File: src/rtl/wf_rr_arbiter_16_pkg.sv
// Shared constants and the rotate helper for the wavefront round-robin arbiter.
package wf_rr_arbiter_16_pkg;

    localparam int WF_SLOTS = 16;
    localparam int WF_ID_W  = 4;

    typedef logic [WF_SLOTS-1:0] wf_vec_t;
    typedef logic [WF_ID_W-1:0]  wf_id_t;

    // Result bit i takes v[(i+s) mod 16], so the pointer slot lands on bit 0.
    function automatic wf_vec_t wf_rotr(input wf_vec_t v, input wf_id_t s);
        logic [2*WF_SLOTS-1:0] dbl;
        dbl = {v, v} >> s;
        return dbl[WF_SLOTS-1:0];
    endfunction

endpackage

File: src/rtl/wf_rr_arbiter_16_if.sv
// Request/grant bundle between wavefront slots, the arbiter and the issue consumer.
interface wf_rr_arbiter_16_if;
    import wf_rr_arbiter_16_pkg::*;

    wf_vec_t req;
    logic    flush;
    logic    grant_ready;
    logic    grant_valid;
    wf_id_t  grant_id;
    wf_vec_t grant_onehot;

    modport master (
        input  req, flush, grant_ready,
        output grant_valid, grant_id, grant_onehot
    );

    modport slave (
        output req, flush, grant_ready,
        input  grant_valid, grant_id, grant_onehot
    );

endinterface

File: src/rtl/wf_rr_arbiter_16_penc.sv
// 16-to-4 priority encoder: lowest set index wins; output is zero when disabled.
module priority_encoder_16_to_4 (
    input  logic        en_i,
    input  logic [15:0] req_i,
    output logic [3:0]  enc_o
);

    always_comb begin
        enc_o = 4'd0;
        if (en_i) begin
            for (int i = 15; i >= 0; i--) begin
                if (req_i[i]) enc_o = 4'(i);
            end
        end
    end

endmodule

File: src/rtl/wf_rr_arbiter_16.sv
// Round-robin arbiter over 16 wavefront slots with a registered valid/ready grant.
// Optional stall counter port enabled by defining WF_ARB_PERF_CNT_EN.
module wf_rr_arbiter_16
    import wf_rr_arbiter_16_pkg::*;
#(
    parameter logic [3:0] RESET_PTR = 4'd0
`ifdef WF_ARB_PERF_CNT_EN
    ,
    parameter int PERF_CNT_W = 32
`endif
) (
    input  logic clk,
    input  logic rst,
    wf_rr_arbiter_16_if.master bus
`ifdef WF_ARB_PERF_CNT_EN
    ,
    output logic [PERF_CNT_W-1:0] stall_cnt
`endif
);

    localparam logic [0:0] IDLE = 1'b0;
    localparam logic [0:0] HOLD = 1'b1;

    logic [0:0] state_q, state_d;
    wf_id_t     id_q, id_d;
    wf_vec_t    oh_q, oh_d;
    wf_id_t     ptr_q, ptr_d;

    logic    hs;
    wf_vec_t m;
    wf_id_t  p;
    wf_vec_t rot;
    logic    en;
    wf_id_t  enc;
    wf_id_t  win;

    assign hs  = (state_q == HOLD) & bus.grant_ready;
    // The slot accepted this cycle sits out so it cannot win twice in a row.
    assign m   = bus.req & ~(hs ? oh_q : '0);
    assign p   = hs ? id_q + 4'd1 : ptr_q;
    assign rot = wf_rotr(m, p);
    assign en  = |rot;
    assign win = enc + p;

    priority_encoder_16_to_4 u_penc (
        .en_i  (en),
        .req_i (rot),
        .enc_o (enc)
    );

    always_comb begin
        state_d = state_q;
        id_d    = id_q;
        oh_d    = oh_q;
        ptr_d   = hs ? id_q + 4'd1 : ptr_q;
        if (bus.flush) begin
            state_d = IDLE;
            oh_d    = '0;
        end else begin
            unique case (state_q)
                IDLE: begin
                    if (en) begin
                        state_d = HOLD;
                        id_d    = win;
                        oh_d    = wf_vec_t'(1) << win;
                    end
                end
                HOLD: begin
                    if (hs && en) begin
                        id_d = win;
                        oh_d = wf_vec_t'(1) << win;
                    end else if (hs) begin
                        state_d = IDLE;
                        oh_d    = '0;
                    end
                end
                default: begin
                    state_d = IDLE;
                    oh_d    = '0;
                end
            endcase
        end
    end

    always_ff @(posedge clk) begin
        if (rst) begin
            state_q <= IDLE;
            id_q    <= '0;
            oh_q    <= '0;
            ptr_q   <= RESET_PTR;
        end else begin
            state_q <= state_d;
            id_q    <= id_d;
            oh_q    <= oh_d;
            ptr_q   <= ptr_d;
        end
    end

    assign bus.grant_valid  = (state_q == HOLD);
    assign bus.grant_id     = id_q;
    assign bus.grant_onehot = oh_q;

`ifdef WF_ARB_PERF_CNT_EN
    logic [PERF_CNT_W-1:0] stall_q, stall_d;

    always_comb begin
        stall_d = stall_q;
        if ((state_q == HOLD) && !bus.grant_ready && !(&stall_q))
            stall_d = stall_q + 1'b1;
    end

    always_ff @(posedge clk) begin
        if (rst) stall_q <= '0;
        else     stall_q <= stall_d;
    end

    assign stall_cnt = stall_q;
`endif

endmodule

File: src/flat_wrapper.sv
// flat-port wrapper written by rule: the top's interface ports become plain ports
module wf_rr_arbiter_16_flat import wf_rr_arbiter_16_pkg::*;
#(
    parameter logic [3:0] RESET_PTR = 4'd0

)
  (clk, rst, bus_req, bus_flush, bus_grant_ready, bus_grant_valid, bus_grant_id, bus_grant_onehot);
  wf_rr_arbiter_16_if bus_i ();
  input  logic clk;
  input  logic rst;
  input wire logic [$bits(bus_i.req)-1:0] bus_req;
  input wire logic [$bits(bus_i.flush)-1:0] bus_flush;
  input wire logic [$bits(bus_i.grant_ready)-1:0] bus_grant_ready;
  output wire logic [$bits(bus_i.grant_valid)-1:0] bus_grant_valid;
  output wire logic [$bits(bus_i.grant_id)-1:0] bus_grant_id;
  output wire logic [$bits(bus_i.grant_onehot)-1:0] bus_grant_onehot;
  assign bus_i.req = bus_req;
  assign bus_i.flush = bus_flush;
  assign bus_i.grant_ready = bus_grant_ready;
  assign bus_grant_valid = bus_i.grant_valid;
  assign bus_grant_id = bus_i.grant_id;
  assign bus_grant_onehot = bus_i.grant_onehot;
  wf_rr_arbiter_16 #(.RESET_PTR(RESET_PTR)) u_core (.clk(clk), .rst(rst), .bus(bus_i));
endmodule
File: config.mk
export PLATFORM = sky130hd
export DESIGN_NAME = wf_rr_arbiter_16_flat
export DESIGN_NICKNAME = d
export VERILOG_FILES = /design/src/rtl/wf_rr_arbiter_16_pkg.sv /design/src/rtl/wf_rr_arbiter_16_if.sv /design/src/rtl/wf_rr_arbiter_16_penc.sv /design/src/rtl/wf_rr_arbiter_16.sv /design/src/flat_wrapper.sv
export SDC_FILE = /design/constraint.sdc
export NUM_CORES = 1
export LEC_CHECK = 0
export CAP_MARGIN = 30
export CORE_UTILIZATION = 60
export DETAILED_ROUTE_END_ITERATION = 16
export PLACE_DENSITY = 0.87
export SYNTH_ARGS = -nofsm -noshare
export SYNTH_HDL_FRONTEND = slang
export SYNTH_HIERARCHICAL = 1
export SYNTH_SLANG_ARGS = --single-unit
File: constraint.sdc
create_clock -name clk -period 9.48 [get_ports clk]
set_clock_uncertainty 0.15 [all_clocks]
set_input_delay 1.896 -clock clk [delete_from_list [all_inputs] [get_ports clk]]
set_output_delay 1.896 -clock clk [all_outputs]
set_load 0.01 [all_outputs]
== Yosys cells after proc, flatten, opt, wreduce, memory -nomap -nowiden ==
Index checks and enable logic that the tools add are counted.

* Flip-flop bits (word level): 25
* Input port bits: 20
* Output and inout port bits: 21
* Word-level logic and storage cells: 51

* Add/sub/neg operators: 2
* Eq/ne operators: 3
* Shift-type cells: 2
* Multiplexer cells: 30
* Bitwise operators: 5
* Reduce and logical (&&, ||, !) cells: 5

{| class="wikitable"
|+ Operators with widths
! operator !! number
|-
| two-way mux 4 bit || 20
|-
| two-way mux 16 bit || 4
|-
| one-hot mux 16 bit (2 select lines) || 1
|-
| right shift 32 x 4 -> 16 bit || 1
|-
| bitwise AND 16 bit || 1
|-
| NOT 16 bit || 1
|-
| OR reduction 16 bit || 1
|-
| left shift 1 x 4 -> 16 bit, first input constant || 1
|-
| one-hot mux 4 bit (2 select lines) || 1
|-
| adder 4 x 1 -> 4 bit, second input constant || 1
|-
| adder 4 bit || 1
|-
| two-way mux 1 bit || 3
|-
| != test 3 bit, second input constant || 1
|-
| AND reduction 3 bit || 1
|-
| != test 2 x 1 -> 1 bit, second input constant || 1
|-
| != test 2 bit, second input constant || 1
|-
| NOT 1 bit || 2
|-
| one-hot mux 1 bit (2 select lines) || 1
|-
| AND reduction 2 bit || 1
|-
| OR reduction 2 bit || 1
|-
| bitwise AND 1 bit || 1
|-
| logical AND 1 bit || 1
|}

== Logic depth before layout (Yosys ltp) ==
* Depth after elaboration: 26
* Depth in mapped cells: 23
* Mapped depth without buffers: 21

== Hierarchy ==
The synthesis kept the hierarchy.

{| class="wikitable"
|+ By module, submodules not included
! module !! instances !! cells an instance !! area each (µm²) !! sequential area each (µm²)
|-
| wf_rr_arbiter_16 || 1 || 272 || 2,627.5 || 500.5
|-
| priority_encoder_16_to_4 || 1 || 29 || 186.4 || 0.0
|}

== Least setup slack after synthesis ==
Ideal clock, no wire load.

* Path type: in2reg
* From: input port bus_grant_ready
* To: register u_core.oh_q[5] (netlist: u_core/bus.grant_onehot[5])
* Library setup time: 0.070 ns
* Arrival time: 6.139 ns
* Required time: 9.260 ns
* Slack: 3.120 ns
* Stages on the path: 21
* Path buffers: 2
* Cells stage by stage: nand2_1 > buf_2 > nand2_1 > o21ai_1 > buf_2 > nor3_1 > nor4_1 > nor4_2 > and4_4 > inv_6 > nand2b_1 > or2_1 > a221oi_1 > ha_1 > a21o_1 > a21oi_1 > xnor2_1 > xnor2_1 > inv_1 > or3_2 > o2bb2ai_1

* Elaborated cells on any way between the ends: 33
* Those cells by class: add/sub (1); eq/ne (2); shift (2); mux (22); bitwise (3); reduce/logical (3)

{| class="wikitable"
|+ RTL lines
! element !! RTL line !! text
|-
| start: declaration || flat_wrapper.sv:13 || <nowiki>input wire logic [$bits(bus_i.grant_ready)-1:0] bus_grant_ready;</nowiki>
|-
| bitwise AND 1 bit * || wf_rr_arbiter_16.sv:37 || <nowiki>assign hs = (state_q == HOLD) & bus.grant_ready;</nowiki>
|-
| two-way mux 16 bit || wf_rr_arbiter_16.sv:39 || <nowiki>assign m = bus.req & ~(hs ? oh_q : '0);</nowiki>
|-
| NOT 16 bit || wf_rr_arbiter_16.sv:39 ||
|-
| bitwise AND 16 bit || wf_rr_arbiter_16.sv:39 ||
|-
| right shift 32 x 4 -> 16 bit * || wf_rr_arbiter_16_pkg.sv:13 || <nowiki>dbl = {v, v} >> s;</nowiki>
|-
| via u_core.rot[8] || wf_rr_arbiter_16.sv:32 || <nowiki>wf_vec_t rot;</nowiki>
|-
| OR reduction 16 bit * || wf_rr_arbiter_16.sv:42 || <nowiki>assign en = |rot;</nowiki>
|-
| via u_core.en || wf_rr_arbiter_16.sv:33 || <nowiki>logic en;</nowiki>
|-
| two-way mux 4 bit * || wf_rr_arbiter_16_penc.sv:10 || <nowiki>if (en_i) begin</nowiki>
|-
| via u_core.enc[1] || wf_rr_arbiter_16.sv:34 || <nowiki>wf_id_t enc;</nowiki>
|-
| adder 4 bit * || wf_rr_arbiter_16.sv:43 || <nowiki>assign win = enc + p;</nowiki>
|-
| left shift 1 x 4 -> 16 bit * || wf_rr_arbiter_16.sv:65, wf_rr_arbiter_16.sv:71 ||
|-
| two-way mux 16 bit, on equally long branches || wf_rr_arbiter_16.sv:69, wf_rr_arbiter_16.sv:62 ||
|-
| one-hot mux 16 bit (2 select lines) * || wf_rr_arbiter_16.sv:60 || <nowiki>unique case (state_q)</nowiki>
|-
| end signal: assignment || wf_rr_arbiter_16.sv:94 || <nowiki>oh_q <= oh_d;</nowiki>
|-
| end: declaration || wf_rr_arbiter_16.sv:26 || <nowiki>wf_vec_t oh_q, oh_d;</nowiki>
|}

Mark *: on every way through the listed nets, which the timed path passes. The rest lies on a longest branch. The select of a mux whose other input is x is not followed.
A chain may end at the register's enable or synchronous reset.

== Final worst setup path ==
Same ends and word-level chain as after synthesis.

==> results.json <==
{
  "powerDensity_mw_per_mm2": 127,
  "min_period_ps": 7910,
  "setup_viol": 0,
  "worstPathArrival_ps": 7950,
  "dpl_cell_area_mm2": 0.00317,
  "dieHeight_um": 70.5,
  "drv_cap": 0,
  "vias": 2740,
  "synth_top_family_by_area": "multiplexers",
  "yosysUniqueCellTypes": 61,
  "insertedDiodeCount": 0,
  "synth_edf_count": 0,
  "timing.final.max_slew_violations": 0,
  "fin_tns_setup_ps": 0,
  "yosys.area_share.simple": 0.197,
  "core-area_mm2": 0.00444,
  "clk_path_buf_depth": 2,
  "post-dp-hpwl_um": 6070,
  "start_kind": "primary input",
  "cp_data_required_time_ps": 9520,
  "status": "complete, no violations",
  "synth-seq-area-share": 0.178,
  "clk_latency_ps": 260,
  "ys_ff_latch": 25,
  "clk_pin_slew_ps": 70,
  "synth_top_area_frac": 0.178,
  "stdcell_area_mm2": 0.00327,
  "critical_path_class": "in -> reg",
  "synth.avg_cell_area_um2": 9.35,
  "rsz0062_at_grt": "false",
  "synth-warning-count": 6,
  "fmax_ghz": 0.126,
  "cts_resized": 0,
  "totalPowerFinal_uw": 415,
  "cts_setup_buffers": 0,
  "synth_ff_type": "dfxtp_1",
  "hold_viol_final": 0,
  "placementRows": 24,
  "port-buffer-count": 40,
  "clock-sinks": 25,
  "cpPeakStageDelay_ps": 900,
  "peakVddDrop_mv": 0.110,
  "tightest_slew_ps": 958,
  "tritoncts": "built",
  "relSlewSlack": 0.355,
  "netlist_area_mm2": 0.00281,
  "min_period_over_period": 0.835,
  "grt_use_total": 0.322,
  "ys_top_cells_by_area": "dfxtp_1, mux4_2, mux2i_1",
  "fin_nets": 358,
  "yosysMostFrequentCell": "mux2i_1",
  "synthToLayoutAreaGrowth_pct": 16.2,
  "gp_congestion": 0.928,
  "cpMostUsedCell": "xnor2_1",
  "grt_antenna_before_repair": 0,
  "ant_nets": 0,
  "overflow": 0,
  "dieArea_mm2": 0.00497,
  "crit_start": "bus_grant_ready",
  "worst_path_max_delay_cell": "o21ai_1",
  "cts_made_buffers": 3,
  "holdBufCountCts": 0,
  "first_iter_violations": 323,
  "synth-adder-area-share": 0.0249,
  "ctsHtreeMaxLevel": 1,
  "hold_path.startpoint": "u_core/bus.grant_onehot[0]$_SDFFE_PP0P_",
  "hold_class": "reg -> reg",
  "async_reset_ff_frac": 0,
  "end_kind": "flop",
  "p_leak_nw": 1.23,
  "path_max_fanout": 13,
  "r2r_start": "u_core/bus.grant_valid$_SDFF_PP0_",
  "drive_above_1_share": 0.160,
  "firstDrtPassIters": 5,
  "synthCells": 301,
  "synth_commonest_cells": "mux2i_1, dfxtp_1, nand2b_1, nor2_1, mux4_2",
  "drc": 0,
  "grt_pass1_wl_um": 12600,
  "synth.mux.area_fraction": 0.321,
  "via_per_inst": 7.14,
  "synth-xor-area-share": 0.0218,
  "cts_root_buf": "clkbuf_8",
  "start_util": 0.633,
  "path_cells": "clkdlybuf4s50_1 -> nand2_1 -> o21ai_1 -> nor3_1 -> nor4_1 -> nor4_2 -> and4_4 -> inv_6 -> nand2b_1 -> or2_1 -> a221oi_1 -> ha_1 -> a21o_1 -> a21oi_1 -> xnor2_1 -> xnor2_1 -> inv_1 -> or3_2 -> o2bb2ai_1",
  "yosysTopAreaCell": "dfxtp_1",
  "grt_pass1_vias": 2547,
  "wl_per_cell_um": 21.0,
  "synth-compound-area-share": 0.198,
  "die_width_um": 70.5,
  "syn_nets": 326,
  "routed_wl_um": 8060,
  "final.fill_count": 327,
  "grt_max_degree": 34,
  "ios": 41
}
-- cells in the final DEF (no fill, tap or decap), types with 3 or more instances in the layout --
cell type / count
clkdlybuf4s50_1: 40
mux2i_1: 33
dfxtp_1: 25
nand2b_1: 18
nor2_1: 18
mux4_2: 16
nand2_1: 13
o21ai_0: 13
mux2_2: 11
a21oi_1: 11
nor3_1: 11
nand3b_1: 9
inv_1: 8
o2bb2ai_1: 8
a211oi_1: 6
o21a_1: 5
nand3_1: 5
xnor2_1: 4
nor4_1: 4
a32o_2: 4
a22o_1: 4
ha_1: 4
clkbuf_8: 3
xor2_1: 3
o21ai_1: 3
mux2_4: 3
mux2_1: 3
o22ai_1: 3
a21o_1: 3
o221ai_1: 3
-- final timing paths --
path | to | slack [ps] | cells after the start
max reg2reg | u_core/bus.grant_onehot[5]$_SDFFE_PP0P_ | 3310 | 18
min reg2reg | u_core/bus.grant_onehot[0]$_SDFFE_PP0P_ | 350 | 1
min | u_core/bus.grant_onehot[0]$_SDFFE_PP0P_ | 350 | 1
max | u_core/bus.grant_onehot[5]$_SDFFE_PP0P_ | 1570 | 19
-- flip-flops by register name (all words and copies together) (netlist names) --
| name | count |
|---|---|
| u_core/bus.grant_onehot | 16 |
| u_core/bus.grant_id | 4 |
| u_core/ptr_q | 4 |
| u_core/bus.grant_valid | 1 |
-- per-stage QoR --
step	util	hold WS [ps]	instances	setup WS, ps
final	0.736	351	384	1570
after global routing	0.736	372	384	1170
after CTS	0.724	348	382	1480
after detailed placement	0.714	334	378	1220
after global placement	0.714	327	378	1490
after floorplan	-	346	301	3120
-- where the power goes --
part | internal [mW] | switching [mW] | leakage, nW
combinational | 0.103 | 0.134 | 1.00
sequential | 0.111 | 0.00789 | 0.203
clock | 0.0300 | 0.0300 | 0.0228
-- routing by layer --
metal | global-route usage | vias up | routed length [µm]
met5 | 0 | - | 0
met4 | 0.0998 | 0 | 228
met3 | 0.0418 | 24 | 713
met2 | 0.531 | 176 | 3800
met1 | 0.438 | 1301 | 3320
li1 | - | 1239 | -
-- cells by family (layout without fill, tap and decap cells) --
| group | count (synthesis) | after routing |
|---|---|---|
| xor gates and xnor gates | 7 | 7 |
| muxes | 67 | 67 |
| and+or+nand+nor | 95 | 95 |
| adders and majority gates | 5 | 5 |
| DFF | 25 | 25 |
| buffers and inverters | 27 | 58 |
| AOI/OAI and AO/OA | 75 | 75 |
-- worst max-delay path, delay by kind of cell --
family                     cells  cell delay, ps
xor gates and xnor gates       2             400
and+or+nand+nor                8            2580
buffers and inverters          3             830
adders and majority gates      1             340
AOI/OAI and AO/OA              5            1900
-- layout make-up --
class                      instances  area (µm²)  area share
multi-input combinational        249        2150       0.657
sequential                        25         500       0.153
timing repair buffer              44         468       0.143
tap                               52        65.1      0.0199
clock buffer                       4        45.0      0.0138
inverter                          10        42.5      0.0130
No activity file was read; power rests on OpenSTA's default activity.
